File: src/rtl/ethernet_tx.sv
// RMII Ethernet II transmitter: preamble, SFD, header, payload with zero pad,
// CRC-32 FCS and inter-frame gap, emitted LSB-first as dibits on txd/txen.
module ethernet_tx #(
  parameter int unsigned N           = 2,
  parameter int unsigned MIN_PAYLOAD = 46,
  parameter int unsigned IFG_BYTES   = 12
) (
  input  logic         clk,
  input  logic         rst,
  input  logic         tx_start,
  input  logic [47:0]  dst_mac,
  input  logic [47:0]  src_mac,
  input  logic [15:0]  ethertype,
  input  logic [7:0]   axiid,
  input  logic         axiiv,
  input  logic         axiil,
  output logic         axiir,
  output logic [N-1:0] txd,
  output logic         txen,
  output logic         tx_busy,
  output logic         tx_done,
  output logic         tx_err
);

  typedef enum logic [2:0] {
    StIdle, StPreamble, StSfd, StHeader, StPayload, StPad, StFcs, StIfg
  } state_e;

  localparam logic [10:0] MinPay  = 11'(MIN_PAYLOAD);
  localparam logic [9:0]  IfgLast = 10'(IFG_BYTES * 4 - 1);
  localparam logic [31:0] CrcPoly = 32'hEDB88320;

  state_e       state_q, state_d;
  logic [1:0]   dibit_q, dibit_d;      // dibit index of the byte currently on the wire
  logic [9:0]   cnt_q, cnt_d;          // byte index within a field, or IFG cycle count
  logic [10:0]  pay_cnt_q, pay_cnt_d;  // payload + pad bytes, saturating
  logic [7:0]   byte_q, byte_d;        // byte currently on the wire
  logic         last_q, last_d;        // current payload byte carried axiil
  logic [111:0] hdr_q, hdr_d;          // header shift register, next byte at the top
  logic [31:0]  fcs_q, fcs_d;          // remaining FCS bytes, next byte at the bottom
  logic [31:0]  crc_q, crc_d;
  logic [1:0]   txd_q, txd_d;
  logic         txen_q, txen_d;
  logic         axiir_q, axiir_d;
  logic         busy_q, busy_d;
  logic         done_q, done_d;
  logic         err_q, err_d;

  logic         byte_end;
  logic         load_req;
  logic         enter_fcs;
  logic [31:0]  crc_upd;
  logic [10:0]  pay_cnt_inc;

  // Reflected CRC-32 advanced by one dibit, bit 0 first.
  function automatic logic [31:0] crc_dibit(input logic [31:0] crc, input logic [1:0] d);
    logic [31:0] c;
    c = crc;
    for (int i = 0; i < 2; i++) begin
      if (c[0] ^ d[i]) c = (c >> 1) ^ CrcPoly;
      else             c = c >> 1;
    end
    return c;
  endfunction

  // Next-state, next-byte and registered-output computation for the framer.
  always_comb begin
    state_d   = state_q;
    dibit_d   = dibit_q + 2'd1;
    cnt_d     = cnt_q;
    pay_cnt_d = pay_cnt_q;
    byte_d    = byte_q;
    last_d    = last_q;
    hdr_d     = hdr_q;
    fcs_d     = fcs_q;
    crc_d     = crc_q;
    txen_d    = txen_q;
    busy_d    = busy_q;
    done_d    = 1'b0;
    err_d     = 1'b0;
    load_req  = 1'b0;
    enter_fcs = 1'b0;
    crc_upd   = crc_dibit(crc_q, txd_q);
    byte_end  = (dibit_q == 2'd3);
    pay_cnt_inc = (pay_cnt_q == 11'h7FF) ? pay_cnt_q : pay_cnt_q + 11'd1;

    unique case (state_q)
      StIdle: begin
        dibit_d = 2'd0;
        crc_d   = 32'hFFFF_FFFF;
        if (tx_start) begin
          state_d   = StPreamble;
          hdr_d     = {dst_mac, src_mac, ethertype};
          byte_d    = 8'h55;
          cnt_d     = '0;
          pay_cnt_d = '0;
          last_d    = 1'b0;
          txen_d    = 1'b1;
          busy_d    = 1'b1;
        end
      end
      StPreamble: begin
        if (byte_end) begin
          if (cnt_q == 10'd6) begin
            state_d = StSfd;
            byte_d  = 8'hD5;
          end else begin
            cnt_d = cnt_q + 10'd1;
          end
        end
      end
      StSfd: begin
        if (byte_end) begin
          state_d = StHeader;
          cnt_d   = '0;
          byte_d  = hdr_q[111:104];
          hdr_d   = hdr_q << 8;
        end
      end
      StHeader: begin
        crc_d = crc_upd;
        if (byte_end) begin
          if (cnt_q == 10'd13) begin
            load_req = 1'b1;
          end else begin
            cnt_d  = cnt_q + 10'd1;
            byte_d = hdr_q[111:104];
            hdr_d  = hdr_q << 8;
          end
        end
      end
      StPayload: begin
        crc_d = crc_upd;
        if (byte_end) begin
          if (!last_q) begin
            load_req = 1'b1;
          end else if (pay_cnt_q < MinPay) begin
            state_d   = StPad;
            byte_d    = 8'h00;
            pay_cnt_d = pay_cnt_inc;
          end else begin
            enter_fcs = 1'b1;
          end
        end
      end
      StPad: begin
        crc_d = crc_upd;
        if (byte_end) begin
          if (pay_cnt_q < MinPay) begin
            byte_d    = 8'h00;
            pay_cnt_d = pay_cnt_inc;
          end else begin
            enter_fcs = 1'b1;
          end
        end
      end
      StFcs: begin
        if (byte_end) begin
          if (cnt_q == 10'd3) begin
            state_d = StIfg;
            cnt_d   = '0;
            txen_d  = 1'b0;
            done_d  = 1'b1;
          end else begin
            cnt_d  = cnt_q + 10'd1;
            byte_d = fcs_q[7:0];
            fcs_d  = fcs_q >> 8;
          end
        end
      end
      StIfg: begin
        dibit_d = 2'd0;
        if (cnt_q == IfgLast) begin
          state_d = StIdle;
          busy_d  = 1'b0;
        end else begin
          cnt_d = cnt_q + 10'd1;
        end
      end
    endcase

    // axiir is high in this cycle, so the sampled byte (or its absence) decides the next one.
    if (load_req) begin
      if (axiiv) begin
        state_d   = StPayload;
        byte_d    = axiid;
        last_d    = axiil;
        pay_cnt_d = pay_cnt_inc;
      end else begin
        state_d = StIfg;
        cnt_d   = '0;
        txen_d  = 1'b0;
        err_d   = 1'b1;
      end
    end

    // The CRC must include the dibit on the wire right now.
    if (enter_fcs) begin
      state_d = StFcs;
      cnt_d   = '0;
      byte_d  = ~crc_upd[7:0];
      fcs_d   = {8'h00, ~crc_upd[31:8]};
    end

    axiir_d = txen_d && (dibit_d == 2'd3) &&
              ((state_d == StHeader && cnt_d == 10'd13) || (state_d == StPayload && !last_d));
    txd_d   = txen_d ? byte_d[{dibit_d, 1'b0} +: 2] : 2'b00;
  end

  // State and registered outputs, synchronous active-high reset.
  always_ff @(posedge clk) begin
    if (rst) begin
      state_q   <= StIdle;
      dibit_q   <= '0;
      cnt_q     <= '0;
      pay_cnt_q <= '0;
      byte_q    <= '0;
      last_q    <= 1'b0;
      hdr_q     <= '0;
      fcs_q     <= '0;
      crc_q     <= 32'hFFFF_FFFF;
      txd_q     <= '0;
      txen_q    <= 1'b0;
      axiir_q   <= 1'b0;
      busy_q    <= 1'b0;
      done_q    <= 1'b0;
      err_q     <= 1'b0;
    end else begin
      state_q   <= state_d;
      dibit_q   <= dibit_d;
      cnt_q     <= cnt_d;
      pay_cnt_q <= pay_cnt_d;
      byte_q    <= byte_d;
      last_q    <= last_d;
      hdr_q     <= hdr_d;
      fcs_q     <= fcs_d;
      crc_q     <= crc_d;
      txd_q     <= txd_d;
      txen_q    <= txen_d;
      axiir_q   <= axiir_d;
      busy_q    <= busy_d;
      done_q    <= done_d;
      err_q     <= err_d;
    end
  end

  assign txd     = txd_q;
  assign txen    = txen_q;
  assign axiir   = axiir_q;
  assign tx_busy = busy_q;
  assign tx_done = done_q;
  assign tx_err  = err_q;

endmodule

File: config.mk
export PLATFORM = sky130hd
export DESIGN_NAME = ethernet_tx
export DESIGN_NICKNAME = d
export VERILOG_FILES = /design/src/rtl/ethernet_tx.sv
export SDC_FILE = /design/constraint.sdc
export NUM_CORES = 1
export LEC_CHECK = 0
export BUFFER_PORTS_ARGS = -buffer_cell sky130_fd_sc_hd__buf_2
export CAP_MARGIN = 15
export CORE_MARGIN = 2
export CORE_UTILIZATION = 55
export DETAILED_ROUTE_END_ITERATION = 12
export GPL_TIMING_DRIVEN = 0
export PLACE_DENSITY = 0.87
export RECOVER_POWER = 100
export SYNTH_ARGS = -nofsm -noshare
export SYNTH_HDL_FRONTEND = slang
export SYNTH_SLANG_ARGS = --single-unit
export TNS_END_PERCENT = 50
File: constraint.sdc
create_clock -name clk -period 3.3 [get_ports clk]
set_input_delay 0.165 -clock clk [delete_from_list [all_inputs] [get_ports clk]]
set_output_delay 0.165 -clock clk [all_outputs]
set_load 0.05 [all_outputs]
# After elaboration in Yosys (flattened, before gate mapping)
# Cells that the tools add are included.
[classes]
mux = 90
n_shift = 1
magnitude_cmp = 1
n_eq_ne = 23
add_sub_neg = 3
n_bitwise = 10
reduce_logical = 20
[ops]
columns = ["cell", "count"]
rows = [
  ["$mux W112", 4],
  ["$pmux W112 S3", 1],
  ["$mux W10", 12],
  ["$mux W8", 15],
  ["$mux W24", 4],
  ["$mux W11", 8],
  ["$mux W32", 2],
  ["$pmux W32 S2", 1],
  ["$pmux W10 S6", 1],
  ["$pmux W8 S7", 1],
  ["$mux W3", 12],
  ["$pmux W11 S3", 1],
  ["$not A13 Y14", 2],
  ["$not A24 Y24", 1],
  ["$mux W1", 21],
  ["$eq A10 B4 Y1 const B", 2],
  ["$pmux W3 S6", 1],
  ["$eq A3 B3 Y1 const B", 5],
  ["$ne A2 B2 Y1 const B", 6],
  ["$add A11 B1 Y11 const B", 1],
  ["$eq A11 B11 Y1 const B", 1],
  ["$lt A11 B6 Y1 const B", 1],
  ["$add A10 B1 Y10 const B", 1],
  ["$eq A10 B2 Y1 const B", 1],
  ["22 further kinds", 43],
]
[word_totals]
regBits = 210
wordCells = 163
output_inout_bits = 7

# Longest topological paths before layout
# Gate-level depths: netlist of run 1.
[logic_depth]
ltp_word = 11
depth_mapped = 13
mapped_depth_nobuf = 10

# Worst setup path before layout of run 1
# Ideal clock, no wire load.
[synth_path]
path_kind = "reg2reg"
from = "register dibit_q[0]"
to = "register byte_q[6]"
setup_time_ps = 128
path_stages_with_launch = 11
arrival_time_ps = 2253
synth_period_minus_slack_ps = 2381
required_time_ps = 3172
n_path_buf = 5
path_slack_ps = 919
path_cell_list = "dfxtp_1 ha_1 clkbuf_1 clkbuf_1 and3_1 clkbuf_1 clkbuf_1 clkbuf_1 nor2_1 a21oi_1 nor2_1"
[synth_via]
elab_chain_len = 6
[synth_lines]
columns = ["item", "line", "text"]
rows = [
  ["start: declaration", "34", "logic [1:0] dibit_q, dibit_d;"],
  ["start signal: assignment", "230", "dibit_q <= dibit_d;"],
  ["$eq A2 B2 Y1 *", "84", "byte_end = (dibit_q == 2'd3);"],
  ["$mux W8, or another cell as far along", "158", "if (byte_end) begin"],
  ["$pmux W8 S7", "87", "unique case (state_q)"],
  ["$mux W8", "184", "if (axiiv) begin"],
  ["$mux W8", "183", "if (load_req) begin"],
  ["$mux W8 *", "198", "if (enter_fcs) begin"],
  ["end signal: assignment", "233", "byte_q <= byte_d;"],
  ["end: declaration", "37", "logic [7:0] byte_q, byte_d;"],
]
# Mark *: on every way between the ends. The rest lies on a longest branch, timed or not.
# A chain may end at the register's enable or synchronous reset.

# Worst setup path in the final report of run 1
[layout_path]
from = "register cnt_q[4]"
to = "register hdr_q[81]"
[layout_via]
elab_chain_len = 3
[layout_lines]
columns = ["item", "line", "text"]
rows = [
  ["start: declaration", "35", "logic [9:0] cnt_q, cnt_d;"],
  ["start signal: assignment", "231", "cnt_q <= cnt_d;"],
  ["$eq A10 B4 Y1", "123", "if (cnt_q == 10'd13) begin"],
  ["$ne A2 B2 Y1 (no line)", "--", ""],
  ["$reduce_and A5 Y1 (no line)", "--", ""],
  ["end signal: assignment", "235", "hdr_q <= hdr_d;"],
  ["end: declaration", "39", "logic [111:0] hdr_q, hdr_d;"],
]
# No other way between the ends.

==> flow_metrics.py, run 1 <==
metrics = {
    "sta": {
        "finalHoldViolCount": 0,
        "max_slew.worst_pin.slew_ns": 1.23,
        "slew_headroom_pct": 17.6,
        "drv_slew": 0,
        "max_freq_mhz": 311,
        "fin_tns_setup_ns": 0,
        "rsz0062_at_grt": "no",
        "setup_viol": 0,
        "skew_ns": 0.0255,
        "finalCriticalPeriod_ns": 3.21,
        "period_share_pct": 97.3,
    },
    "clock_network": {
        "htree_levels": 1,
        "path_clk_slew_ns": 0.08,
        "clock_sinks": 210,
        "clock-root-buffer": "clkbuf_16",
        "cts_setup_buffers": 0,
        "worstSkewPairLatency_ns": 0.54,
        "cts-buffers-inserted": 23,
        "cts_tree": "built",
        "cts.path.max_buffers": 3,
    },
    "grt": {
        "antenna_found_initial": 3,
        "grtUsageTotal_pct": 35.7,
        "grt_max_degree": 14,
        "grt_use_met3_pct": 6.23,
        "grt_pass1_wl_mm": 56.8,
        "met2_usage_pct": 58.9,
        "use_met1_pct": 44.8,
        "grt_pass1_vias": 11200,
        "gr-total-overflow": 0,
        "grt.busiest_layer": "met2",
    },
    "finish": {
        "fillCellCount": 1331,
        "drive_above_1_share_pct": 12.3,
        "multi_input_area_mm2": 0.00538,
        "fin_nets": 1707,
        "area_growth_syn_to_layout_pct": 28.6,
        "register_area_mm2": 0.00420,
    },
    "job": {
        "maxCapViolCount": 0,
    },
    "run_status": {
        "status": "completed",
    },
    "critical_path": {
        "r2r_cells": 9,
        "cpPeakStageDelay_ns": 0.58,
        "critPathTopFamily": "compound AO/OA/AOI/OAI gates",
        "arrival_ns": 3.58,
        "required_ns": 3.67,
        "crit_type": "flop to flop",
        "end_kind": "flop",
        "r2r_setup_slack_ns": 0.09,
        "path_buf_inv": 3,
        "crit_slowest_cell": "a311oi_1",
        "reg2reg_from": "cnt_q[4]$_SDFF_PP0_",
        "timing.rr.end": "hdr_q[81]$_SDFFE_PP0P_",
        "start_kind": "flop",
        "crit_start": "cnt_q[4]$_SDFF_PP0_",
        "path_cells": "buf_2 -> or3_1 -> nor2_1 -> a21oi_1 -> a21oi_1 -> nor2_2 -> buf_2 -> clkbuf_2 -> a311oi_1",
        "cp_max_fo": 10,
    },
    "place": {
        "place.gp.congestion": 0.975,
        "hpwlAfterDp_mm": 22.0,
        "port_buffers": 130,
    },
    "min_path": {
        "min_to": "byte_q[2]$_SDFF_PP0_",
        "min_path_type": "input port to flop",
        "worst_hold_startpoint": "axiid[2]",
        "whs_path_depth": 3,
    },
    "floorplan": {
        "core_mm2": 0.0180,
        "die_h_um": 139,
        "initial_core_util_pct": 56.0,
        "rows": 49,
        "ios": 132,
        "die_w_um": 139,
        "die-area_mm2": 0.0194,
    },
    "synth": {
        "yosysSeqAreaShare_pct": 41.8,
        "yosys_most_used_dff": "dfxtp_1",
        "synthXorXnorAreaFrac_pct": 2.14,
        "syn-cell-area_mm2": 0.0101,
        "synth-edff-count": 0,
        "syn_inst": 1306,
        "ys_types": 75,
        "async_reset_ff_share_pct": 0,
        "synth_fa_ha_area_share_pct": 0.746,
        "synth-simple-area-share_pct": 27.2,
        "synthMuxAreaShare_pct": 0.199,
        "yosysWarnings": 0,
        "syn-num-nets": 1437,
        "ys_ff_latch": 210,
        "synth_area_per_cell_um2": 7.70,
        "synth-compound-area-share_pct": 23.2,
        "synth_top_family_by_area": "simple AND/OR/NAND/NOR gates",
    },
    "power_and_ir_drop": {
        "peakVddDrop_mv": 0.490,
        "power_density_mw_per_mm2": 480,
        "leakagePower_nw": 4.98,
        "finalPower_mw": 6.21,
    },
    "drt": {
        "routed_wirelength_mm": 36.0,
        "vias": 11500,
        "final_antenna_net_count": 0,
        "vias_per_cell": 6.29,
        "drt-pass1-iter-count": 6,
        "dr.first_iter.drc_count": 1237,
        "wl_per_cell_um": 19.7,
        "drc": 0,
    },
}
## metal layers
| layer | share of wire (%) | vias up |
|---|---|---|
| li1 | - | 5204 |
| met2 | 47 | 790 |
| met5 | 0 | - |
| met3 | 9.7 | 207 |
| met1 | 38 | 5283 |
| met4 | 5.8 | 0 |
## what timing repair did
item,in CTS,in global routing
endpoints found under the hold margin,116,0
hold buffers,116,0
setup endpoints to repair,0,88
gates resized for setup,0,2
## area by class of cell
cell class | count | share of cell area (%)
tap | 229 | 2.21
clock inverter | 8 | 1.03
inverter | 9 | 0.261
antenna | 5 | 0.0967
timing repair buffer | 246 | 13.9
clock buffer | 33 | 5.13
buffer | 105 | 3.26
sequential | 210 | 32.5
multi-input combinational | 981 | 41.6
## worst max path at each step
stage,end,slack [ns],cells past startpoint
after global routing,hdr_q[81]$_SDFFE_PP0P_,0.07,9
after global placement,txd[0]$_SDFF_PP0_,0.20,9
final,hdr_q[81]$_SDFFE_PP0P_,0.09,9
after floorplan,byte_q[6]$_SDFF_PP0_,0.92,10
after CTS,txd[0]$_SDFF_PP0_,0.18,9
after detailed placement,fcs_q[6]$_SDFFE_PP0P_,0.23,10
## sequential cells by signal (all words and copies together), names as in the netlist
name,flops
dibit_q,2
hdr_q,112
tx_busy,1
axiir,1
state_q,3
tx_err,1
pay_cnt_q,11
fcs_q,24
txen,1
cnt_q,10
txd,2
byte_q,8
last_q,1
crc_q,32
tx_done,1
## through the flow
step | setup slack [ns] | util [%] | area, um2 | hold slack [ns] | std cells
6_report | 0.0888 | 72.0 | 12900 | 0.0458 | 1826
5_1_grt | 0.0738 | 72.0 | 12900 | 0.0861 | 1824
2_1_floorplan | 0.919 | - | 10100 | 0.244 | 1306
3_5_place_dp | 0.229 | 61.2 | 11000 | 0.406 | 1665
4_1_cts | 0.184 | 72.1 | 13000 | 0.0375 | 1822
3_3_place_gp | 0.204 | 61.2 | 11000 | 0.404 | 1665
## power breakdown
part | internal [mW] | switching [mW]
Clock | 1.64 | 1.10
Combinational | 0.312 | 0.414
Sequential | 2.67 | 0.0819
Total | 4.62 | 1.59
## cell usage in the layout, fill, tap and decap left out, types with 4 or more instances in the layout
master | synthesis | final
a221oi_1 | 4 | 4
diode_2 | 0 | 5
a21oi_1 | 58 | 58
dlygate4sd3_1 | 0 | 116
nor3_1 | 52 | 53
xnor2_1 | 9 | 9
inv_1 | 7 | 8
nand4_1 | 8 | 8
nor2b_1 | 6 | 6
nand2_1 | 277 | 277
a311oi_1 | 113 | 113
clkbuf_8 | 0 | 5
and3_1 | 5 | 5
nor3b_1 | 4 | 4
nor2_1 | 211 | 211
xor2_1 | 10 | 10
clkbuf_16 | 0 | 23
o21ai_0 | 20 | 23
a31oi_1 | 4 | 4
o211ai_1 | 17 | 17
nor4_1 | 4 | 5
a211oi_1 | 8 | 8
ha_1 | 6 | 5
nand3_1 | 29 | 29
o21bai_1 | 24 | 24
dfxtp_1 | 210 | 210
a41oi_1 | 6 | 6
buf_2 | 20 | 135
nand2b_1 | 4 | 4
or3_1 | 4 | 4
a22oi_1 | 13 | 13
clkbuf_1 | 83 | 101
o31ai_1 | 6 | 6
or2_2 | 10 | 10
o21ai_1 | 7 | 4
## logic make-up after synthesis
logic type | after synthesis
XOR/XNOR | 22
buffers and inverters | 115
AND/OR/NAND/NOR | 637
AO/OA/AOI/OAI | 314
adder cells (fa/ha/maj) | 6
flip-flops | 210
multiplexers | 2
## worst min-delay path, stage by stage
cell     delay, ns
buf_2         0.08
o21ai_0       0.12
nor3_1        0.14
## synthesized netlist by cell type, drive strengths merged (5+ instances only)
cell type    n  area (um2)
nor3        54         287
and3         5        31.3
or2         14        87.6
a41oi        6        52.6
nor4         6        58.8
a211oi       8        60.1
o211ai      17         128
dfxtp      210        4200
a21oi       58         290
nand4        8        50.1
a22oi       13        97.6
nor2       212         798
a311oi     113         990
nand3       29         145
o21ai       29         153
o21bai      24         180
ha           6        75.1
o31ai        6        45.0
nand2      277        1040
buf         23         123
xor2        13         136
inv          9        33.8
clkbuf      83         312
nor2b        6        37.5
xnor2        9        78.8
Note: power is estimated with default switching activity, not from simulation.
==> run 2, diff against run 1 <==
--- a/config.mk
+++ b/config.mk
@@ -7,7 +7,7 @@
 export LEC_CHECK = 0
 export BUFFER_PORTS_ARGS = -buffer_cell sky130_fd_sc_hd__buf_2
 export CAP_MARGIN = 15
-export CORE_MARGIN = 2
+export CORE_ASPECT_RATIO = 1.1
 export CORE_UTILIZATION = 55
 export DETAILED_ROUTE_END_ITERATION = 12
 export GPL_TIMING_DRIVEN = 0
==> flow_metrics.py, run 2 (synthesis results as in run 1) <==
metrics = {
    "grt": {
        "antenna_found_initial": 5,
        "grt_pass1_wl_mm": 55.7,
        "grt_max_degree": 14,
        "grtUsageTotal_pct": 38.1,
        "grt_pass1_vias": 11100,
        "gr-total-overflow": 0,
    },
    "drt": {
        "vias": 11600,
        "dr.first_iter.drc_count": 1150,
        "vias_per_cell": 6.32,
        "final_antenna_net_count": 0,
        "drc": 0,
        "drt-pass1-iter-count": 6,
        "wl_per_cell_um": 19.8,
        "routed_wirelength_mm": 36.2,
    },
    "min_path": {
        "whs_path_depth": 5,
        "min_path_type": "input port to flop",
    },
    "sta": {
        "fin_tns_setup_ns": 0,
        "skew_ns": 0.0241,
        "finalCriticalPeriod_ns": 3.08,
        "rsz0062_at_grt": "no",
        "setup_viol": 0,
        "max_slew.worst_pin.slew_ns": 1.24,
        "max_freq_mhz": 325,
        "period_share_pct": 93.4,
        "finalHoldViolCount": 0,
        "drv_slew": 0,
        "slew_headroom_pct": 16.9,
    },
    "finish": {
        "drive_above_1_share_pct": 12.5,
        "fin_nets": 1706,
        "top_register": "hdr_q",
        "top_regs": "hdr_q (112), crc_q (32), fcs_q (24)",
        "area_growth_syn_to_layout_pct": 28.3,
        "layout_common_cells": "277 x nand2_1, 210 x nor2_1, 210 x dfxtp_1",
        "final_util_pct": 72.5,
        "fillCellCount": 1244,
        "largest_reg_flops": 112,
        "final_common_cell": "nand2_1",
    },
    "critical_path": {
        "cp_max_fo": 10,
        "arrival_ns": 3.53,
        "required_ns": 3.74,
        "r2r_cells": 8,
        "crit_type": "flop to flop",
        "end_kind": "flop",
        "start_kind": "flop",
    },
    "clock_network": {
        "cts.path.max_buffers": 3,
        "worstSkewPairLatency_ns": 0.53,
        "clock_sinks": 210,
        "path_clk_slew_ns": 0.06,
        "cts_tree": "built",
        "htree_levels": 1,
        "clock-root-buffer": "clkbuf_16",
        "cts-buffers-inserted": 23,
    },
    "floorplan": {
        "core_mm2": 0.0178,
        "die-area_mm2": 0.0188,
        "ios": 132,
        "rows": 51,
        "die_w_um": 131,
        "initial_core_util_pct": 56.5,
        "die_h_um": 144,
    },
    "power_and_ir_drop": {
        "power_density_mw_per_mm2": 473,
        "peakVddDrop_mv": 0.394,
        "leakagePower_nw": 4.96,
    },
    "job": {
        "maxCapViolCount": 0,
    },
    "place": {
        "place.gp.congestion": 0.969,
        "hpwlAfterDp_mm": 22.3,
        "port_buffers": 130,
    },
    "run_status": {
        "status": "completed",
    },
}
==> run 2: changes by cell type in the layout (fill, tap and decap cells not counted), moves of 2 or more <==
| cell | delta |
|---|---|
| bufinv_16 | -2 |
| clkbuf_1 | -5 |
| clkbuf_8 | +4 |
| clkinv_2 | -2 |
| clkinvlp_4 | +2 |
==> run 2: per-layer routing <==
| metal | vias to the layer above | global-route usage (%) | wire [um] |
|---|---|---|---|
| met5 | - | 0 | 0 |
| met4 | 0 | 24.0 | 2470 |
| met3 | 225 | 6.74 | 3610 |
| met2 | 815 | 62.1 | 16800 |
| met1 | 5340 | 46.1 | 13400 |
| li1 | 5198 | - | - |
==> run 2: path summary, 6_finish.rpt <==
kind                                            start                    end  slack [ns]
worst min-delay path                         axiid[6]   byte_q[6]$_SDFF_PP0_        0.03
worst max-delay path            state_q[1]$_SDFF_PP0_      txd[0]$_SDFF_PP0_        0.22
worst min register to register  fcs_q[6]$_SDFFE_PP0P_  fcs_q[6]$_SDFFE_PP0P_        0.46
worst max register to register  state_q[1]$_SDFF_PP0_      txd[0]$_SDFF_PP0_        0.22
==> run 2: report_power, final <==
part | internal (mW) | switching (mW) | total (mW) | leakage, nW
Combinational | 0.310 | 0.416 | 0.727 | 2.86
Clock | 1.55 | 1.07 | 2.62 | 0.375
Sequential | 2.67 | 0.0844 | 2.75 | 1.72
Total | 4.53 | 1.58 | 6.10 | 4.96
==> run 2: repair_timing <==
item                                   4_1_cts  5_1_grt
setup buffers                                0        0
hold buffers                               115        0
endpoints found under the hold margin      115        0
resized for setup                            0        3
setup endpoints to repair                    0       97
==> run 2: stage by stage <==
step	total power [mW]	area (um2)	std cells	setup WS (ns)	hold WS, ns
floorplan	3.15	10100	1306	0.919	0.244
global placement	3.35	11000	1674	0.0854	0.401
detailed placement	3.37	11000	1674	0.0835	0.404
CTS	6.02	12900	1827	0.0869	0.0314
global route	6.23	12900	1831	0.0952	0.0626
finish	6.10	12900	1831	0.219	0.0312
==> run 2: layout make-up <==
type,count,area [um2],area share [%]
Clock buffer,32,699,5.42
Sequential cell,210,4200,32.6
Clock inverter,6,67.6,0.524
Buffer,105,422,3.27
Antenna cell,5,12.5,0.0970
Tap cell,238,298,2.31
Inverter,9,33.8,0.262
Multi-Input combinational cell,981,5370,41.6
Timing Repair Buffer,245,1790,13.9
==> run 2: worst max-delay path, cell delays in order, from the launching register on <==
cell	delay, ns
dfxtp_1	0.30
buf_2	0.21
buf_2	0.24
nand2_1	0.34
a311oi_1	0.93
a221oi_1	0.25
o2bb2ai_1	0.21
or3_1	0.32
a31oi_1	0.20
